[config.mk]
export PLATFORM = sky130hd
export DESIGN_NAME = cmd_cfg_mc
export DESIGN_NICKNAME = d
export VERILOG_FILES = /design/src/rtl/cmd_cfg_pkg.sv /design/src/rtl/cmd_cfg_tmr.sv /design/src/rtl/cmd_cfg_mc.sv
export SDC_FILE = /design/constraint.sdc
export NUM_CORES = 1
export LEC_CHECK = 0
export BUFFER_PORTS_ARGS = -buffer_cell sky130_fd_sc_hd__buf_4
export CAP_MARGIN = 10
export CORE_UTILIZATION = 54
export DETAILED_ROUTE_END_ITERATION = 6
export PLACE_DENSITY_LB_ADDON = 0.15
export SYNTH_ARGS = -nofsm -noshare
export SYNTH_HDL_FRONTEND = slang
export SYNTH_SLANG_ARGS = --single-unit
[constraint.sdc]
create_clock -name clk -period 3.3 [get_ports clk]
set_input_delay 0.33 -clock clk [delete_from_list [all_inputs] [get_ports clk]]
set_output_delay 0.33 -clock clk [all_outputs]
set_load 0.02 [all_outputs]
[src/rtl/cmd_cfg_pkg.sv]
// Shared opcodes, response codes and FSM state type for the command/config block.
// Opcodes above the setpoint range shift with NUM_SP so the setpoint opcodes stay contiguous.
package cmd_cfg_pkg;
  localparam logic [7:0] SP_BASE = 8'h02;
  localparam logic [7:0] ACK     = 8'hA5;
  localparam logic [7:0] NACK    = 8'hEE;

  typedef enum logic [1:0] {IDLE, CAL_WAIT, CAL_CHK, LAND} state_t;

  function automatic logic [7:0] op_thrst(input int num_sp);
    return 8'(32'h05 + num_sp - 3);
  endfunction

  function automatic logic [7:0] op_cal(input int num_sp);
    return 8'(32'h06 + num_sp - 3);
  endfunction

  function automatic logic [7:0] op_emer(input int num_sp);
    return 8'(32'h07 + num_sp - 3);
  endfunction

  function automatic logic [7:0] op_moff(input int num_sp);
    return 8'(32'h08 + num_sp - 3);
  endfunction
endpackage

[src/rtl/cmd_cfg_tmr.sv]
// Shared settle/timeout/ramp counter; clear wins over increment, full at all-ones.
module cmd_cfg_tmr #(
  parameter int W = 9
) (
  input  logic clk,
  input  logic rst,
  input  logic clr,
  input  logic en,
  output logic full
);
  logic [W-1:0] count;

  always_ff @(posedge clk or posedge rst)
    if (rst)     count <= '0;
    else if (clr) count <= '0;
    else if (en)  count <= count + 1'b1;

  assign full = &count;
endmodule

[src/rtl/cmd_cfg_mc.sv]
// Command decoder/config: setpoint + thrust latches, calibration sequencing,
// ramped emergency landing and ACK/NACK responses for every consumed command.
module cmd_cfg_mc
  import cmd_cfg_pkg::*;
#(
  parameter int NUM_SP    = 3,
  parameter int SP_W      = 16,
  parameter int THR_W     = 9,
  parameter int FAST_SIM  = 0,
  parameter int RAMP_STEP = 4
) (
  input  logic                     clk,
  input  logic                     rst,
  input  logic                     cmd_rdy,
  input  logic [7:0]               cmd,
  input  logic [15:0]              data,
  input  logic                     cal_done,
  output logic                     clr_cmd_rdy,
  output logic                     send_resp,
  output logic [7:0]               resp,
  output logic [NUM_SP*SP_W-1:0]   sp,
  output logic [THR_W-1:0]         thrst,
  output logic                     strt_cal,
  output logic                     inertial_cal,
  output logic                     motors_off,
  output logic                     busy
);
  localparam int TMR_W = (FAST_SIM != 0) ? 9 : 26;
  localparam logic [7:0] OP_THR  = op_thrst(NUM_SP);
  localparam logic [7:0] OP_CAL  = op_cal(NUM_SP);
  localparam logic [7:0] OP_EMER = op_emer(NUM_SP);
  localparam logic [7:0] OP_MOFF = op_moff(NUM_SP);
  localparam logic [THR_W-1:0] STEP = THR_W'(RAMP_STEP);

  state_t state, nxt;
  logic [NUM_SP-1:0] sp_hit;
  logic sp_go, sp_zero, thr_wr, thr_ramp, thr_zero, mo_set, mo_clr, cal_go;
  logic rsp_vld, tmr_clr, tmr_en, tmr_full;
  logic [7:0] rsp_val;

  cmd_cfg_tmr #(.W(TMR_W)) u_tmr (
    .clk(clk), .rst(rst), .clr(tmr_clr), .en(tmr_en), .full(tmr_full)
  );

  always_comb begin
    nxt = state; clr_cmd_rdy = 1'b0; rsp_vld = 1'b0; rsp_val = ACK;
    tmr_clr = 1'b0; tmr_en = 1'b0; sp_go = 1'b0; sp_zero = 1'b0;
    thr_wr = 1'b0; thr_ramp = 1'b0; thr_zero = 1'b0;
    mo_set = 1'b0; mo_clr = 1'b0; cal_go = 1'b0;
    unique case (state)
      IDLE: if (cmd_rdy) begin
        clr_cmd_rdy = 1'b1;
        rsp_vld     = 1'b1;
        if (|sp_hit)              sp_go = 1'b1;
        else if (cmd == OP_THR)   thr_wr = 1'b1;
        else if (cmd == OP_MOFF)  mo_set = 1'b1;
        else if (cmd == OP_CAL) begin
          rsp_vld = 1'b0; cal_go = 1'b1; tmr_clr = 1'b1; nxt = CAL_WAIT;
        end else if (cmd == OP_EMER) begin
          sp_zero = 1'b1; tmr_clr = 1'b1; nxt = LAND;
        end else rsp_val = NACK;
      end
      CAL_WAIT: begin
        tmr_en = 1'b1;
        if (tmr_full) begin tmr_clr = 1'b1; nxt = CAL_CHK; end
      end
      CAL_CHK: begin
        tmr_en = 1'b1;
        if (cal_done) begin
          mo_clr = 1'b1; rsp_vld = 1'b1; nxt = IDLE;
        end else if (tmr_full) begin
          rsp_vld = 1'b1; rsp_val = NACK; nxt = IDLE;
        end
      end
      LAND: begin
        tmr_en = 1'b1;
        if (cmd_rdy) begin
          clr_cmd_rdy = 1'b1;
          rsp_vld     = 1'b1;
          if (cmd == OP_MOFF) begin
            thr_zero = 1'b1; mo_set = 1'b1; nxt = IDLE;
          end else rsp_val = NACK;
        end
        // An explicit motors-off in the same cycle pre-empts the ramp tick
        if (tmr_full && !(cmd_rdy && cmd == OP_MOFF)) begin
          if (thrst == '0) begin mo_set = 1'b1; nxt = IDLE; end
          else thr_ramp = 1'b1;
        end
      end
      default: nxt = IDLE;
    endcase
  end

  for (genvar i = 0; i < NUM_SP; i++) begin : g_sp
    logic [SP_W-1:0] q;
    assign sp_hit[i] = (cmd == 8'(SP_BASE + i));
    always_ff @(posedge clk or posedge rst)
      if (rst)                     q <= '0;
      else if (sp_zero)            q <= '0;
      else if (sp_go && sp_hit[i]) q <= data[SP_W-1:0];
    assign sp[i*SP_W +: SP_W] = q;
  end

  always_ff @(posedge clk or posedge rst)
    if (rst)           thrst <= '0;
    else if (thr_zero) thrst <= '0;
    else if (thr_wr)   thrst <= data[THR_W-1:0];
    else if (thr_ramp) thrst <= (thrst > STEP) ? thrst - STEP : '0;

  always_ff @(posedge clk or posedge rst)
    if (rst) begin
      state      <= IDLE;
      motors_off <= 1'b1;
      strt_cal   <= 1'b0;
      send_resp  <= 1'b0;
      resp       <= 8'h00;
    end else begin
      state     <= nxt;
      strt_cal  <= cal_go;
      send_resp <= rsp_vld;
      if (rsp_vld) resp <= rsp_val;
      if (mo_set)      motors_off <= 1'b1;
      else if (mo_clr) motors_off <= 1'b0;
    end

  assign busy         = (state != IDLE);
  assign inertial_cal = (state == CAL_WAIT) || (state == CAL_CHK);
endmodule

# Word-level counts from Yosys, hierarchy flattened
# Index checks and enable logic that the tools add are counted.
# W data, S select, Z words.
# word_totals
ff_bits,96
output_inout_bits,71
# classes
n_addsub,2
order_cmp,1
n_eq_ne,17
mux,90
n_reduce_logical,21
# op_table
operator,count
$mux W16,6
$mux W7,10
$mux W26,2
$mux W1,50
$mux W9,4
$eq A8 B3 Y1 const B,4
$add A26 B1 Y26 const B,1
$mux W2,13
$reduce_and A26 Y1,1
$pmux W7 S3,1
$eq A8 B2 Y1 const B,2
$reduce_bool A2 Y1,6
$ne A2 B2 Y1 const B,5
$gt A9 B3 Y1 const B,1
$logic_not A9 Y1,1
$sub A9 B3 Y9 const B,1
$eq A8 B4 Y1 const B,1
$pmux W2 S4,1
$reduce_and A7 Y1,1
$ne A3 B3 Y1 const B,2
$reduce_or A3 Y1,2
$logic_and A1 B1 Y1,5
$eq A2 B2 Y1 const B,2
$pmux W1 S2,2
7 further kinds,7

# Longest topological paths before layout
# depth
depth_word,9
mapped_depth,9
depth_no_buf,8

# Cells and area by module
# From an unflattened synthesis, not the netlist that was laid out.
# hier_totals
hier_cells,507
hier_area_um2,4699.5
# modules_own_cells
module,n_inst,cells_per_inst,area_each_um2
cmd_cfg_mc,1,358,3274.4
cmd_cfg_tmr,1,149,1425.1

# Worst setup path after synthesis
# OpenSTA, ideal clock, no wires.
# synth_timing
kind,reg2reg
from,register state[0]
to,register u_tmr.count[22]
setup_ps,79
t_arrival_ps,2104
required_time_ps,3221
path_slack_ps,1117
path_stages_with_launch,9
n_path_buf,0
synth_period_minus_slack_ps,2183
cell_sequence,dfrtp_1 -> inv_1 -> ha_1 -> nor2b_1 -> and2_1 -> and2_4 -> or3b_4 -> or3_1 -> a21oi_1
# synth_via
elab_chain_cells,4
word_cells_on_any_way,9
classes_between,3 x eq/ne; 3 x mux; 3 x reduce/logical
# synth_rtl
item,line_no,source
start: declaration,cmd_cfg_mc.sv:35,"state_t state, nxt;"
start signal: assignment,cmd_cfg_mc.sv:118,state <= nxt;
$eq A2 B1 Y1 / $eq A2 B2 Y1 (equally long branches),cmd_cfg_mc.sv:50,unique case (state)
$reduce_or A3 Y1 (no line),n/a,
$mux W1,cmd_cfg_mc.sv:50,
$reduce_bool A2 Y1 (no line),n/a,
end signal: assignment,cmd_cfg_tmr.sv:16,else if (en) count <= count + 1'b1;
end: declaration,cmd_cfg_tmr.sv:11,logic [W-1:0] count;
# Parallel ways exist; a longest one is shown, timed or not.
# A chain may end at the register's enable or synchronous reset.

# Worst setup path in the final report
# layout_timing
from,register state[1]
to,register g_sp[0].q[12]
# layout_via
elab_chain_cells,4
word_cells_on_any_way,6
classes_between,3 x mux; 3 x reduce/logical
# layout_rtl
item,line_no,source
$logic_not A2 Y1 *,cmd_cfg_mc.sv:50,
$mux W1,cmd_cfg_mc.sv:50,
$logic_and A1 B1 Y1,cmd_cfg_mc.sv:100,else if (sp_go && sp_hit[i]) q <= data[SP_W-1:0];
$reduce_bool A2 Y1 (no line),n/a,
end signal: assignment,cmd_cfg_mc.sv:100,
end: declaration,cmd_cfg_mc.sv:95,logic [SP_W-1:0] q;
# Mark *: on every way between the ends. The rest lies on a longest branch, timed or not.

==> impl_metrics.csv <==
group,metric,value,unit
min_path,hold_class,"input port to async pin",
setup_path,crit_end,"g_sp[0].q[12]",
timing,rsz0062_at_grt,"false",
clocking,cts_setup_buffers,0,
timing,slew_headroom,36.5,%
synth,synthesis.instances,436,
synth,yosysSeqAreaShare,50.6,%
placement,portBuffers,97,
setup_path,start_kind,"register",
power,p_total,2.66,mW
routing,routedWlPerCell,15.7,µm
setup_path,r2r_start,"state[1]",
placement,dpl.hpwl,6.94,mm
timing,fmax,402,MHz
setup_path,criticalPathCategory,"register to register",
global_route,antenna_found_initial,0,
setup_path,rr_endpoint,"g_sp[0].q[12]",
timing,skew,0.00841,ns
layout,layout-drive-gt1-share,24.3,%
synth,async_reset_ff_share,100,%
layout,final_cell_mix,"101 x buf_4, 90 x dfrtp_1, 85 x nor2_1, 49 x mux2i_1, 23 x nand2_1",
timing,finalMaxSlewViolations,0,
floorplanning,initial_core_util,57.1,%
status,status,"finished, final reports clean",
setup_path,r2r_slack,0.81,ns
power,power_leakage,2.78,nW
layout,nets,567,
clocking,root_buffer,"clkbuf_8",
synth,synth_cell_type_count,55,
routing,totalWireLength,10.0,mm
routing,first_iter_violations,190,
floorplanning,die_y,93.3,µm
setup_path,end_kind,"register",
global_route,grt_pass1_wl,16.5,mm
global_route,track_usage,24.3,%
setup_path,worstSetupStartpoint,"state[1]",
routing,drt-pass1-iter-count,4,
clocking,clk_pin_slew,0.09,ns
timing,worstMarginPinSlew,0.950,ns
clocking,clk_path_buf_depth,2,
flow_run,maxCapViolations,0,
floorplanning,rows,32,
floorplanning,io_pins,99,
synth,syn_area,0.00451,mm²
clocking,clk_latency,0.35,ns
timing,setup_viol,0,
timing,fin_setup_tns,0,ns
synth,synth_compound_area_share,7.55,%
routing,drc_errors,0,
timing,period_share,75.4,%
placement,globalplace.congestion,0.898,
clocking,cts_tree,"yes",
timing,fin_crit,2.49,ns
layout,diodes,0,
floorplanning,fp.dieW,93.3,µm
power,peakVddDrop,0.000254,V
synth,synth-simple-area-share,20.4,%
synth,syn-num-nets,474,
synth,synth_ff_type,"dfrtp_1",
synth,synth_mux_area_share,11.1,%
floorplanning,coreArea,0.00789,mm²
layout,final_common_cell,"buf_4",
clocking,cts_buffers,9,
synth,synth_seq_cells,91,
routing,vias_per_cell,5.47,
clocking,ctsResizeCount,0,
synth,synth-xor-area-share,4.28,%
synth,avgSynthCellArea,10.3,µm²
floorplanning,die_area,0.00871,mm²
setup_path,critPathMaxFanout,16,
synth,yosysWarnings,0,
global_route,grt_overflow,0,
power,power_density,485,mW/mm²
setup_path,r2r_cells,8,
setup_path,cp_data_required_time,3.52,ns
timing,fin_ws,0.811,ns
clocking,cts_hold_buf,0,
setup_path,worstPathArrival,2.71,ns
timing,hold_violations,0,
synth,synth-adder-area-share,2.78,%
synth,synth-edff-count,0,
clocking,cts.sinks,91,
global_route,grt_max_degree,92,
placement,dp_worst_setup_slack,0.812,ns
synth,synth_top_family_by_area,"simple AND/OR/NAND/NOR gates",
layout,syn2layout_area_growth,21.7,%
routing,vias,3480,
global_route,grt_pass1_vias,3316,
clocking,h-tree-depth,3,
routing,ant_nets,0,
==> stage by stage <==
step           hold slack [ns]  cells  cell area (µm²)  util, %
2_1_floorplan            0.396    436             4510        -
3_3_place_gp             0.479    620             5310     67.4
3_5_place_dp             0.486    620             5310     67.4
4_1_cts                 0.0992    636             5480     69.5
5_1_grt                  0.111    636             5480     69.5
6_report                0.0752    636             5480     69.5
==> worst max-delay path, stage by stage (launching register included) <==
cell	delay, ns
dfrtp_1	0.44
inv_1	0.15
ha_1	0.22
and2_1	0.23
nand3_1	0.17
nor2_1	0.16
nand2_1	0.56
mux2i_1	0.37
nor2_1	0.07
==> cell type report <==
cell class                 count  area (µm²)
inverter                      12        46.3
sequential                    91        2280
multi-input combinational    313        2080
fill                         621        2400
clock inverter                 5        37.5
timing repair buffer         102         778
clock buffer                  11         131
tap                          102         128
==> sequential cells by signal, summed over array words and instances (netlist names) <==
name / cells
strt_cal: 1
u_tmr.count: 26
thrst: 9
send_resp: 1
resp: 3
state: 2
g_sp.q: 48
motors_off: 1
==> cell usage after synthesis (6+ instances only) <==
| library cell | number | area share [%] |
|---|---|---|
| a21oi_1 | 12 | 1.3 |
| clkbuf_1 | 11 | 0.92 |
| dfrtp_1 | 90 | 50 |
| ha_1 | 10 | 2.8 |
| inv_1 | 12 | 1.0 |
| mux2i_1 | 49 | 11 |
| nand2_1 | 23 | 1.9 |
| nand3_1 | 14 | 1.6 |
| nand4_1 | 8 | 1.1 |
| nor2_1 | 85 | 7.1 |
| nor2b_1 | 6 | 0.83 |
| o21ai_0 | 17 | 1.9 |
| xor2_1 | 17 | 3.3 |
==> routing by layer <==
layer | track usage (%) | wire [µm] | vias to the layer above
met5 | 0 | 0 | -
met4 | 7.95 | 187 | 0
met3 | 6.83 | 585 | 16
met2 | 35.9 | 4580 | 91
met1 | 34.5 | 4650 | 1682
li1 | - | - | 1691
==> power breakdown <==
group,internal [mW],switching (mW)
logic,0.286,0.376
registers,1.21,0.104
clock network,0.279,0.402
==> worst min path at each step <==
stage	startpoint	to	slack (ns)
floorplan	cmd[0]	strt_cal	0.40
global placement	rst	g_sp[1].q[10]	0.48
detailed placement	rst	g_sp[1].q[10]	0.49
CTS	rst	g_sp[1].q[10]	0.1
global route	rst	g_sp[1].q[13]	0.11
finish	rst	g_sp[1].q[10]	0.08
==> logic make-up (layout without fill, tap and decap cells) <==
| kind of cell | Yosys count | in the layout |
|---|---|---|
| AOI/OAI and AO/OA | 53 | 53 |
| xor gates and xnor gates | 22 | 22 |
| adders and majority gates | 10 | 10 |
| buffers and inverters | 32 | 130 |
| DFF | 91 | 91 |
| muxes | 50 | 50 |
| other | 1 | 1 |
| and+or+nand+nor | 177 | 177 |
No activity file was read; power rests on OpenSTA's default activity.
